$ cat config.mk
export PLATFORM = sky130hd
export DESIGN_NAME = rr_mux_arbiter4_flat
export DESIGN_NICKNAME = d
export VERILOG_FILES = /design/src/rtl/arb_pkg.sv /design/src/rtl/rr_mux_arbiter4_if.sv /design/src/rtl/rr_pick4.sv /design/src/rtl/rr_mux_arbiter4.sv /design/src/flat_wrapper.sv
export SDC_FILE = /design/constraint.sdc
export NUM_CORES = 1
export LEC_CHECK = 0
export ABC_CLOCK_PERIOD_IN_PS = 1800
export BUFFER_PORTS_ARGS = -buffer_cell sky130_fd_sc_hd__clkbuf_2
export CAP_MARGIN = 20
export CORE_MARGIN = 5
export CORE_UTILIZATION = 49
export CTS_BUF_LIST = sky130_fd_sc_hd__clkbuf_2 sky130_fd_sc_hd__clkbuf_4 sky130_fd_sc_hd__clkbuf_8
export CTS_CLUSTER_SIZE = 20
export DETAILED_ROUTE_END_ITERATION = 10
export GPL_TIMING_DRIVEN = 0
export PLACE_DENSITY = 0.81
export SYNTH_ARGS = -nofsm -noshare
export SYNTH_HDL_FRONTEND = slang
export SYNTH_HIERARCHICAL = 1
export SYNTH_SLANG_ARGS = --single-unit
$ cat constraint.sdc
create_clock -name clk -period 1.8 [get_ports clk]
set_input_delay 0.18 -clock clk [delete_from_list [all_inputs] [get_ports clk]]
set_output_delay 0.18 -clock clk [all_outputs]
set_load 0.05 [all_outputs]
$ cat src/rtl/arb_pkg.sv
// Shared types and constants for the round-robin 4:1 mux arbiter.
// Latency: n/a (declarations only).
// Backpressure: n/a.
package arb_pkg;

  typedef enum logic {
    IDLE  = 1'b0,
    GRANT = 1'b1
  } arb_state_t;

  localparam int N_REQ = 4;
  localparam int CNT_W = 4;

  // Index to one-hot grant vector.
  function automatic logic [N_REQ-1:0] onehot(input logic [1:0] idx);
    logic [N_REQ-1:0] v;
    v      = '0;
    v[idx] = 1'b1;
    return v;
  endfunction

endpackage

$ cat src/rtl/rr_mux_arbiter4_if.sv
// Handshake/data bundle between the four requesters and the arbiter.
// Latency: n/a (wires only).
// Backpressure: none; requesters hold req until they see their gnt.
// Signals: req[3:0] requests, d[0:3] per-requester data bit,
//          gnt[3:0] one-hot grant, sel[1:0] owner index, busy, y muxed bit.
interface rr_mux_arbiter4_if;
  import arb_pkg::*;

  logic [N_REQ-1:0] req;
  logic [0:N_REQ-1] d;
  logic [N_REQ-1:0] gnt;
  logic [1:0]       sel;
  logic             busy;
  logic             y;

  // Requester side drives req/d and observes the grant.
  modport master (output req, output d, input gnt, input sel, input busy, input y);
  // Arbiter side.
  modport slave  (input req, input d, output gnt, output sel, output busy, output y);

endinterface

$ cat src/rtl/rr_pick4.sv
// Rotating priority encoder: first requester at or after ptr (mod 4).
// Latency: combinational.
// Backpressure: n/a.
// Ports: req[3:0], ptr[1:0] in; found, idx[1:0] out.
module rr_pick4
  import arb_pkg::*;
(
  input  logic [N_REQ-1:0] req,
  input  logic [1:0]       ptr,
  output logic             found,
  output logic [1:0]       idx
);

  logic [1:0] cand;

  // Scan from the farthest offset down to ptr itself so the closest
  // requester (lowest offset) is written last and wins.
  always_comb begin
    found = 1'b0;
    idx   = 2'd0;
    cand  = 2'd0;
    for (int i = N_REQ - 1; i >= 0; i--) begin
      cand = ptr + 2'(i);
      if (req[cand]) begin
        found = 1'b1;
        idx   = cand;
      end
    end
  end

endmodule

$ cat src/rtl/rr_mux_arbiter4.sv
// Round-robin arbiter with bounded hold driving a 4:1 one-bit mux.
// Latency: 1 clock request-to-grant and handover; y is combinational from d.
// Backpressure: requesters hold req until granted; owner is preempted after HOLD_MAX cycles.
// Ports: clk, rst (async, active high), bus (slave modport of rr_mux_arbiter4_if).
module rr_mux_arbiter4
  import arb_pkg::*;
#(
  parameter int HOLD_MAX = 4  // 1..15
) (
  input  logic               clk,
  input  logic               rst,
  rr_mux_arbiter4_if.slave   bus
);

  localparam logic [CNT_W-1:0] HOLD_C = CNT_W'(HOLD_MAX);

  arb_state_t       state_q, state_d;
  logic [1:0]       ptr_q, ptr_d;
  logic [CNT_W-1:0] cnt_q, cnt_d;
  logic [N_REQ-1:0] gnt_q, gnt_d;
  logic [1:0]       sel_q, sel_d;
  logic             busy_q, busy_d;

  logic [1:0]       pick_ptr;
  logic [1:0]       pick_idx;
  logic             pick_found;

  // While granted the only pick that matters is the one on release, which
  // uses the pointer just past the owner; in IDLE the stored pointer is used.
  assign pick_ptr = (state_q == GRANT) ? sel_q + 2'd1 : ptr_q;

  rr_pick4 u_pick (
    .req   (bus.req),
    .ptr   (pick_ptr),
    .found (pick_found),
    .idx   (pick_idx)
  );

  always_comb begin
    state_d = state_q;
    ptr_d   = ptr_q;
    cnt_d   = cnt_q;
    gnt_d   = gnt_q;
    sel_d   = sel_q;
    busy_d  = busy_q;
    case (state_q)
      IDLE: begin
        if (pick_found) begin
          state_d = GRANT;
          gnt_d   = onehot(pick_idx);
          sel_d   = pick_idx;
          busy_d  = 1'b1;
          cnt_d   = CNT_W'(1);
        end
      end
      GRANT: begin
        if (bus.req[sel_q] && (cnt_q < HOLD_C)) begin
          cnt_d = cnt_q + CNT_W'(1);
        end else begin
          ptr_d = pick_ptr;
          if (pick_found) begin
            // Direct handover, possibly back to the same owner.
            gnt_d = onehot(pick_idx);
            sel_d = pick_idx;
            cnt_d = CNT_W'(1);
          end else begin
            // sel keeps the last owner.
            state_d = IDLE;
            gnt_d   = '0;
            busy_d  = 1'b0;
            cnt_d   = '0;
          end
        end
      end
    endcase
  end

  always_ff @(posedge clk or posedge rst) begin
    if (rst) begin
      state_q <= IDLE;
      ptr_q   <= 2'd0;
      cnt_q   <= '0;
      gnt_q   <= '0;
      sel_q   <= 2'd0;
      busy_q  <= 1'b0;
    end else begin
      state_q <= state_d;
      ptr_q   <= ptr_d;
      cnt_q   <= cnt_d;
      gnt_q   <= gnt_d;
      sel_q   <= sel_d;
      busy_q  <= busy_d;
    end
  end

  assign bus.gnt  = gnt_q;
  assign bus.sel  = sel_q;
  assign bus.busy = busy_q;
  assign bus.y    = busy_q & bus.d[sel_q];

endmodule

$ cat src/flat_wrapper.sv
// flat-port wrapper written by rule: the top's interface ports become plain ports
module rr_mux_arbiter4_flat import arb_pkg::*;
#(
  parameter int HOLD_MAX = 4          
)
  (clk, rst, bus_req, bus_d, bus_gnt, bus_sel, bus_busy, bus_y);
  rr_mux_arbiter4_if bus_i ();
  input  logic clk;
  input  logic rst;
  input wire logic [$bits(bus_i.req)-1:0] bus_req;
  input wire logic [$bits(bus_i.d)-1:0] bus_d;
  output wire logic [$bits(bus_i.gnt)-1:0] bus_gnt;
  output wire logic [$bits(bus_i.sel)-1:0] bus_sel;
  output wire logic [$bits(bus_i.busy)-1:0] bus_busy;
  output wire logic [$bits(bus_i.y)-1:0] bus_y;
  assign bus_i.req = bus_req;
  assign bus_i.d = bus_d;
  assign bus_gnt = bus_i.gnt;
  assign bus_sel = bus_i.sel;
  assign bus_busy = bus_i.busy;
  assign bus_y = bus_i.y;
  rr_mux_arbiter4 #(.HOLD_MAX(HOLD_MAX)) u_core (.clk(clk), .rst(rst), .bus(bus_i));
endmodule
---- After elaboration in Yosys (flattened, before gate mapping) ----
Cells that the tools add are included.
storage, ports and cells
  input port bits ......................... 10
  bits in registers ....................... 14
  output and inout port bits .............. 8
  word-level logic and storage cells ...... 74
operators by class
  eq/ne operators ......................... 3
  $lt $le $gt $ge ......................... 9
  muxes and demuxes ....................... 42
  $add $sub $neg .......................... 5
  bitwise gates (word level) .............. 4
  reduce and logical (&&, ||, !) cells .... 5
operators with widths
  operator             count
  $mux 4               5
  $lt 2x3->1 const B   6
  $mux 1               18
  $pmux 4 s2           2
  $mux 2               7
  $bmux 1 s2           6
  $add 2x1->2 const B  2
  $add 2x2->2 const B  2
  $add 4x1->4 const B  1
  $lt 4x3->1 const B   1
  $ne 2x2->1 const B   2
  $pmux 1 s2           2
  $pmux 2 s2           1
  $reduce_and 2->1     2
  $ge 3x3->1 const B   1
  $not 2->3            1
  $reduce_and 3->1     1
  $demux 1 s2          1
  $ge 2x1->1 const B   1
  $logic_and 1x1->1    2
  $ne 2x1->1 const B   1
  $not 1->1            2
  $and 1x1->1          1

---- Longest topological paths before layout ----
Gate-level depths: netlist of run 1.
  depth in word-level cells ............... 16
  mapped depth ............................ 8
  mapped depth without buffers ............ 7

---- By module ----
Netlist of run 1, hierarchy kept.
modules (own cells, without submodules)
  module           cells an instance  times used  sequential area each (sq um)  area each (sq um)
  rr_mux_arbiter4  54                 1           350.3                         688.2
  rr_pick4         13                 1           0.0                           77.6

---- Worst setup path before layout of run 1 ----
No wires, ideal clock.
  path type ............................... register to register
  start ................................... register u_core.sel_q[0], in the netlist u_core/bus.sel[0]
  end ..................................... register u_core.sel_q[1], in the netlist u_core/bus.sel[1]
  path slack .............................. -0.269 ns
  period minus slack after synthesis ...... 2.069 ns
  data arrival time ....................... 1.944 ns
  buffers on the path ..................... 1
  required time ........................... 1.675 ns
  stages on the path, launching flop included .. 5
  path through ............................ dfrtp_1 buf_6 mux4_2 a31oi_4 mux2_4
between the ends
  cells in the longest elaborated chain, start to end .. 12
  elaborated cells on any way between the ends .. 28
  those cells by class .................... add/sub: 4; eq/ne: 1; mux: 22; reduce/logical: 1
RTL lines
  item                                                  line                                          source
  start, declared                                       rr_mux_arbiter4.sv:21                         logic [1:0] sel_q, sel_d;
  start signal, assigned                                rr_mux_arbiter4.sv:91                         sel_q <= sel_d;
  $add 2x1->2                                           rr_mux_arbiter4.sv:30                         assign pick_ptr = (state_q == GRANT) ? sel_q + 2'd1 : ptr_q;
  $mux 2                                                rr_mux_arbiter4.sv:30
  $add 2x2->2                                           rr_pick4.sv:23                                cand = ptr + 2'(i);
  $bmux 1 s2                                            rr_pick4.sv:24                                if (req[cand]) begin
  $mux 1 (implied by the code)                          rr_pick4.sv:24
  $mux 2 / $mux 1 (equally long branches) (4 in a row)  rr_pick4.sv:24
  $mux 2                                                rr_mux_arbiter4.sv:48, rr_mux_arbiter4.sv:61
  $mux 2                                                rr_mux_arbiter4.sv:57                         if (bus.req[sel_q] && (cnt_q < HOLD_C)) begin
  $pmux 2 s2                                            rr_mux_arbiter4.sv:46                         case (state_q)
Parallel ways exist; a longest one is shown, timed or not. The select of a mux whose other input is x is not followed.
A chain may end at the register's enable or synchronous reset.

---- Worst setup path in the final report of run 1 ----
  start ................................... register u_core.sel_q[0], in the netlist u_core/bus.sel[0]
  end ..................................... register u_core.gnt_q[0], in the netlist u_core/bus.gnt[0]
between the ends
  cells in the longest elaborated chain, start to end .. 16
  elaborated cells on any way between the ends .. 36
  those cells by class .................... add/sub: 4; order compare: 2; eq/ne: 2; mux: 25; reduce/logical: 3
RTL lines
  item                                                                   line                   source
  $add 2x1->2 (*)                                                        rr_mux_arbiter4.sv:30
  $mux 2 (*)                                                             rr_mux_arbiter4.sv:30
  net u_core.pick_ptr[1]                                                 rr_mux_arbiter4.sv:24  logic [1:0] pick_ptr;
  $add 2x2->2                                                            rr_pick4.sv:23
  $bmux 1 s2                                                             rr_pick4.sv:24
  $mux 1 (implied by the code)                                           rr_pick4.sv:24
  $mux 2 (3 in a row)                                                    rr_pick4.sv:24
  $mux 2 (*)                                                             rr_pick4.sv:24
  net u_core.pick_idx[0]                                                 rr_mux_arbiter4.sv:25  logic [1:0] pick_idx;
  $lt 2x3->1 (implied by the code) / $ge 2x1->1 (equally long branches)  arb_pkg.sv:18          v[idx] = 1'b1;
  $logic_and 1x1->1 (implied by the code)                                arb_pkg.sv:18
  $mux 1 (implied by the code)                                           arb_pkg.sv:18
  $demux 1 s2 (*)                                                        -
  $mux 4                                                                 rr_mux_arbiter4.sv:61  if (pick_found) begin
  $mux 4                                                                 rr_mux_arbiter4.sv:57
  $pmux 4 s2 (*)                                                         rr_mux_arbiter4.sv:46
  end signal, assigned                                                   rr_mux_arbiter4.sv:90  gnt_q <= gnt_d;
  end, declared                                                          rr_mux_arbiter4.sv:20  logic [N_REQ-1:0] gnt_q, gnt_d;
Mark *: on every way through the listed nets, which the timed path passes. The rest lies on a longest branch. The select of a mux whose other input is x is not followed.

==> results of run 1 <==
kinds of logic (layout without fill, tap and decap cells):
| family | after synthesis | after routing | share of synthesized area |
|---|---|---|---|
| xor gates and xnor gates | 1 | 1 | 0.01144 |
| adders and majority gates | 1 | 1 | 0.01634 |
| buffers and inverters | 10 | 41 | 0.05882 |
| and+or+nand+nor | 17 | 17 | 0.1144 |
| AOI/OAI and AO/OA | 16 | 16 | 0.1863 |
| muxes | 8 | 8 | 0.1552 |
| DFF | 14 | 14 | 0.4575 |
worst max-delay path: stages (launching register included):
cell and delay [ps]:
dfrtp_2 490, xnor2_4 180, a21oi_4 210, nand2b_4 180, a21oi_4 50, a211oi_2 210
inv_1 110, a32o_2 260
synthesized netlist by cell type:
cell      instances  area [sq um]
nor3b_1           1         7.510
mux4_2            1         22.52
a31o_2            1         8.760
nor2_1            8         30.03
ha_1              1         12.51
a31oi_4           1         21.27
clkbuf_1          1         3.750
nand2_1           2         7.510
a21oi_1           5         25.02
a32o_1            4         40.04
a211o_2           1         10.01
buf_6             1         11.26
mux2i_1           4         40.04
nand2b_1          2         12.51
and3_4            1         11.26
mux4_1            1         26.28
a211oi_2          1         12.51
xnor2_1           1         8.760
dfrtp_1          14         350.3
or2_2             1         6.260
inv_1             8         30.03
a22o_1            2         17.52
and2_1            2         12.51
a211oi_1          1         7.510
mux2_4            2         30.03
final cells by class:
cell class	count	area [sq um]	area share
Clock buffer	4	36.28	0.03356
Inverter	8	30.03	0.02778
Multi-Input combinational cell	43	452.9	0.4190
Sequential cell	14	354.1	0.3275
Tap cell	16	20.02	0.01852
Timing Repair Buffer	29	187.7	0.1736
flip-flops by register name, indices dropped and copies added, names as in the netlist:
signal           cells
u_core/ptr_q         2
u_core/state_q       1
u_core/bus.busy      1
u_core/cnt_q         4
u_core/bus.gnt       4
u_core/bus.sel       2
power by group through the flow:
stage	Clock (mW)	Sequential, mW	Combinational (mW)
2_1_floorplan	0	0.740	0.702
3_3_place_gp	0	0.523	1.10
3_5_place_dp	0	0.531	1.14
4_1_cts	0.233	0.536	1.34
5_1_grt	0.251	0.571	1.64
6_report	0.226	0.550	1.56
timing repair:
action	4_1_cts	5_1_grt
hold buffers	1	0
setup buffers	7	4
gates resized for setup	11	9
endpoints found under the setup margin	7	7
hold endpoints to repair	14	0
pin swaps	6	8
through the flow:
stage	std cells	power, mW	utilization	worst slack (ps)
after floorplan	67	1.443	-	-130.6
after global placement	100	1.627	0.5908	-262.7
after detailed placement	100	1.670	0.5908	-353.3
after CTS	110	2.113	0.6748	-30.40
after global routing	114	2.460	0.7261	-55.86
final	114	2.339	0.7261	-18.94
how the worst max path moves through the flow:
stage,end,slack [ps]
2_1_floorplan,u_core/bus.sel[1],-130
3_3_place_gp,u_core/bus.gnt[0],-260
3_5_place_dp,u_core/bus.gnt[0],-350
4_1_cts,u_core/bus.gnt[0],-30
5_1_grt,u_core/bus.gnt[0],-60
6_report,u_core/bus.gnt[0],-20
metal layers:
layer | part of all wire | vias to the layer above | routed length [microns] | GRT usage
met5 | 0 | - | 0 | 0
li1 | - | 303 | - | -
met3 | 0.052 | 2 | 104 | 0.03614
met4 | 0.0080 | 0 | 16 | 0.07860
met1 | 0.37 | 340 | 751 | 0.1788
met2 | 0.57 | 33 | 1138 | 0.2881
==> out/results.ini, run 1 <==
[synthesis]
netlist_instances = 67
synth_area_per_cell_sq_um = 11.43
yosys_register_bits = 14
synth_nets = 78
synth.yosys.seq_area_share = 0.4575
netlist_area_sq_um = 765.7
yosysWarnings = 6
yosysUniqueCellTypes = 25

[drt]
drt_iter0_markers = 25
num_vias = 678
drtPass1Iterations = 4
drc = 0
wl_mm = 2.010
post_drt_wl_per_cell_microns = 17.63
vias_per_cell = 5.947
ant_nets = 0

[final_layout]
drive_gt1_frac = 0.5714
final_area_sq_mm = 0.001081
mostFrequentLayoutCells = clkbuf_2, buf_4, dfrtp_1
layout.nets = 110
fillCellCount = 104
layout_commonest_cell = clkbuf_2
antenna_cells = 0
synthToLayoutAreaGrowth_pct = 41.18

[floorplanning]
dieArea_sq_mm = 0.002453
fp.coreArea_sq_mm = 0.001489
initial_utilization = 0.5143
io_pins = 18
fp.dieW_microns = 49.53
die_h_microns = 49.53
fp-row-count = 14

[clock_network]
cts.sinks = 14
root_buffer = clkbuf_4
h-tree-depth = 1
cts.clk_slew.worst_paths_ps = 90
cts_tree = yes
clock_insertion_delay_worst_skew_ps = 280
ctsLongestPathBuffers = 2
cts_buffers = 3

[global_routing]
grt.overflow.total = 0
grt_pass1_wl_mm = 3.015
grt_pass1_vias = 663
grt_usage = 0.1624
grt_max_degree = 15
antenna_found_initial = 0

[timing]
hold_viol_final = 0
hold_slack_ps = 375.8
rsz0062_at_grt = true
drv_slew = 0
fmax_ghz = 0.5498
clock_skew_ps = 8.035
fin_ws_ps = -18.94
timing.final.crit_period_ps = 1819
maxSlewHeadroom = 0.6423
worst_slew_pin_slew_ps = 535.9
period_share = 1.011
setup_tns_ps = -31.08
setup_viol_count_final = 2

[power_and_ir_drop]
pwr-share-clk = 0.097
p_seq_frac = 0.235
power.switching_mw = 1.023
combPwrFrac = 0.668
internal_power_mw = 1.315
p_leak_nw = 0.5346
pwr_density_cell_mw_per_mm2 = 2163
swShare = 0.4376
vdd_ir_drop_max_v = 0.001709

[job]
maxCapViolations = 0

[worst_setup_path]
critPathMaxFanout = 5
startpoint = u_core/bus.sel[0]
path_class = register to register
reg2reg_to = u_core/bus.gnt[0]
rrSetupSlack_ps = -20
arrival_ps = 1980
start_kind = register
critical_path_required_ps = 1970
endpoint_kind = register
reg2regPathDepth = 7
rr_startpoint = u_core/bus.sel[0]

[place]
dpl_cell_area_sq_um = 879.6
routabilityCongestion = 0.7424
place_hpwl_mm = 1.308
io_buffers = 17

[run_status]
violations = setup timing
status = finished with violations

[worst_hold_path]
hold_depth = 4
hp-class = input pin to register
holdPathEnd = u_core/bus.gnt[2]
hp-start = bus_req[0]

(Power assumes the default switching activity.)
==> inputs of run 2 (changes only) <==
Settings changed: PLACE_DENSITY 0.81 to 0.77.
==> run 2 against run 1 <==
  * The run still ends with setup timing left
  * Register-to-register slack is essentially flat
  * Fmax grew 0.54%
  * Sequential power about the same
  * Sequential cell count did not move
  * Worst setup slack better by 9.7 ps
  * Critical path depth is 4 lower
  * Core utilization fell by 3.9 points
  * Hold slack got worse by 44 ps
  * First-iteration DRC count shrank 36%
  * Non-clock buffer count is 3 lower
  * Critical endpoint is now u_core/bus.sel[0]
==> out/results.ini, run 2 (synthesized netlist as in run 1, its figures left out) <==
[run_status]
status = finished with violations
violations = setup timing

[worst_setup_path]
path_buf_inv = 0  ; -1
critical_path_required_ps = 1980  ; about the same
worst_path_max_delay_cell = mux4_2
endpoint_kind = register
critPathMaxFanout = 7  ; +2
rrSetupSlack_ps = -9  ; about the same
cp_cell_sequence = mux4_2 -> a31oi_4 -> mux2_4
max_stage_delay_ps = 590  ; +100 ps
start_kind = register
critPathTopFamily = multiplexers
arrival_ps = 1990  ; about the same
reg2regPathDepth = 3  ; -4
path_depth = 3  ; -4
path_class = register to register

[timing]
hold_viol_final = 0  ; unchanged
worst_slew_pin_slew_ps = 530.6  ; -5.288 ps
setup_viol_count_final = 2  ; unchanged
clock_skew_ps = 4.594  ; -3.441 ps
period_share = 1.005  ; -0.005400
fin_ws_ps = -9.216  ; +9.720 ps
rsz0062_at_grt = true
fmax_ghz = 0.5527  ; +0.54%
timing.final.crit_period_ps = 1809  ; -9.720 ps
drv_slew = 0  ; unchanged
maxSlewHeadroom = 0.6459  ; +0.003530

[clock_network]
cts_tree = yes
cts_buffers = 3  ; unchanged
cts.sinks = 14  ; unchanged
ctsLongestPathBuffers = 2  ; unchanged
h-tree-depth = 1  ; unchanged
cts.clk_slew.worst_paths_ps = 90  ; about the same
clock_insertion_delay_worst_skew_ps = 290  ; about the same
root_buffer = clkbuf_4

[floorplanning]
fp.coreArea_sq_mm = 0.001489  ; unchanged
initial_utilization = 0.5143  ; unchanged
die_h_microns = 49.53  ; unchanged
dieArea_sq_mm = 0.002453  ; unchanged
fp.dieW_microns = 49.53  ; unchanged
io_pins = 18  ; unchanged
fp-row-count = 14  ; unchanged

[power_and_ir_drop]
internal_power_mw = 1.195  ; -9.1%
power.total_mw = 2.141  ; -8.5%
power.switching_mw = 0.9458  ; -7.6%
p_seq_frac = 0.255  ; +0.020
p_leak_nw = 0.5054  ; -5.4%
pwr_density_cell_mw_per_mm2 = 2092  ; -3.3%
swShare = 0.4417  ; +0.004180
combPwrFrac = 0.636  ; -0.032
pwr-share-clk = 0.109  ; +0.012
vdd_ir_drop_max_v = 0.001247  ; -27%

[drt]
highest_layer = met4
met2WireLength_microns = 941  ; -17%
drc = 0  ; unchanged
vias_per_cell = 5.694  ; -4.3%
drtPass1Iterations = 4  ; unchanged
drt_iter0_markers = 16  ; -36%
m1WireLength_microns = 712  ; -5.2%
post_drt_wl_per_cell_microns = 15.70  ; -11%
num_vias = 632  ; -6.8%
met3WireLength_microns = 46  ; -56%
ant_nets = 0  ; unchanged
wl_mm = 1.743  ; -13%

[final_layout]
layout.nets = 107  ; -2.7%
synthToLayoutAreaGrowth_pct = 33.66
drive_gt1_frac = 0.5053  ; -0.06617
mostFrequentLayoutCells = clkbuf_2, dfrtp_1, buf_4, nor2_1, inv_1
antenna_cells = 0  ; unchanged
layout_commonest_cell = clkbuf_2

[place]
place_hpwl_mm = 1.169  ; -11%
io_buffers = 17  ; unchanged
pre_cts_ws_ps = -301.1  ; +52.19 ps
routabilityCongestion = 0.8094  ; +9.0%

[global_routing]
grt.overflow.total = 0  ; unchanged
grt_pass1_wl_mm = 2.891  ; -4.1%
grt_usage = 0.1516  ; -0.01081
antenna_found_initial = 0  ; unchanged
grt_max_degree = 15  ; unchanged
grt_pass1_vias = 639  ; -3.6%

[worst_hold_path]
hold_depth = 4  ; unchanged
hp-class = input pin to register

[job]
maxCapViolations = 0  ; unchanged

run 2: area by class of cell:
type,instances,area (sq um)
timing repair buffer,26,175.2
fill,114,465.4
clock buffer,4,36.28
inverter,8,30.03
sequential,14,354.1
multi-input combinational,43,407.9
tap,16,20.02
run 2: what timing repair did:
action,in CTS,in global routing
pin swaps,8,2
resized for setup,8,4
endpoints found under the hold margin,14,0
hold buffers,1,0
setup buffers,4,4
setup endpoints to repair,7,7
gates cloned,0,0
run 2: worst paths after layout:
path                              startpoint                 to
max                        u_core/bus.sel[0]  u_core/bus.sel[0]
min                               bus_req[0]  u_core/bus.gnt[2]
max reg2reg                u_core/bus.sel[0]  u_core/bus.sel[0]
min reg2reg                  u_core/cnt_q[3]    u_core/cnt_q[3]
max in group asynchronous                rst     u_core/state_q
min in group asynchronous                rst  u_core/bus.gnt[2]
run 2: worst register-to-register path, delay by kind of cell, from the launching register on:
kind            cells  cell delay [ps]
compound gates      1              320
flops               1              450
mux                 2              920
run 2: power by group through the flow:
| stage | Combinational, mW | Sequential (mW) | Clock, mW |
|---|---|---|---|
| 2_1_floorplan | 0.702 | 0.740 | 0 |
| 3_3_place_gp | 1.11 | 0.521 | 0 |
| 3_5_place_dp | 1.13 | 0.526 | 0 |
| 4_1_cts | 1.26 | 0.554 | 0.237 |
| 5_1_grt | 1.45 | 0.570 | 0.259 |
| 6_report | 1.36 | 0.547 | 0.232 |
run 2: per-stage QoR:
stage                     instance area, sq um  TNS, ps  utilization  hold WS [ps]  std cells
final                                     1023   -14.22       0.6874         332.0        111
after detailed placement                 879.6    -1211       0.5908         222.5        100
after global routing                      1023   -317.9       0.6874         338.1        111
after CTS                                972.2   -30.29       0.6529         328.1        107
after global placement                   879.6   -804.5       0.5908         218.3        100
after floorplan                          774.5   -415.6            -         69.08         67
run 2: metal layers:
metal  vias to the layer above  GRT usage
met5                         -          0
met4                         0    0.09170
met3                         5    0.02108
met2                        11     0.2585
met1                       320     0.1767
li1                        296          -
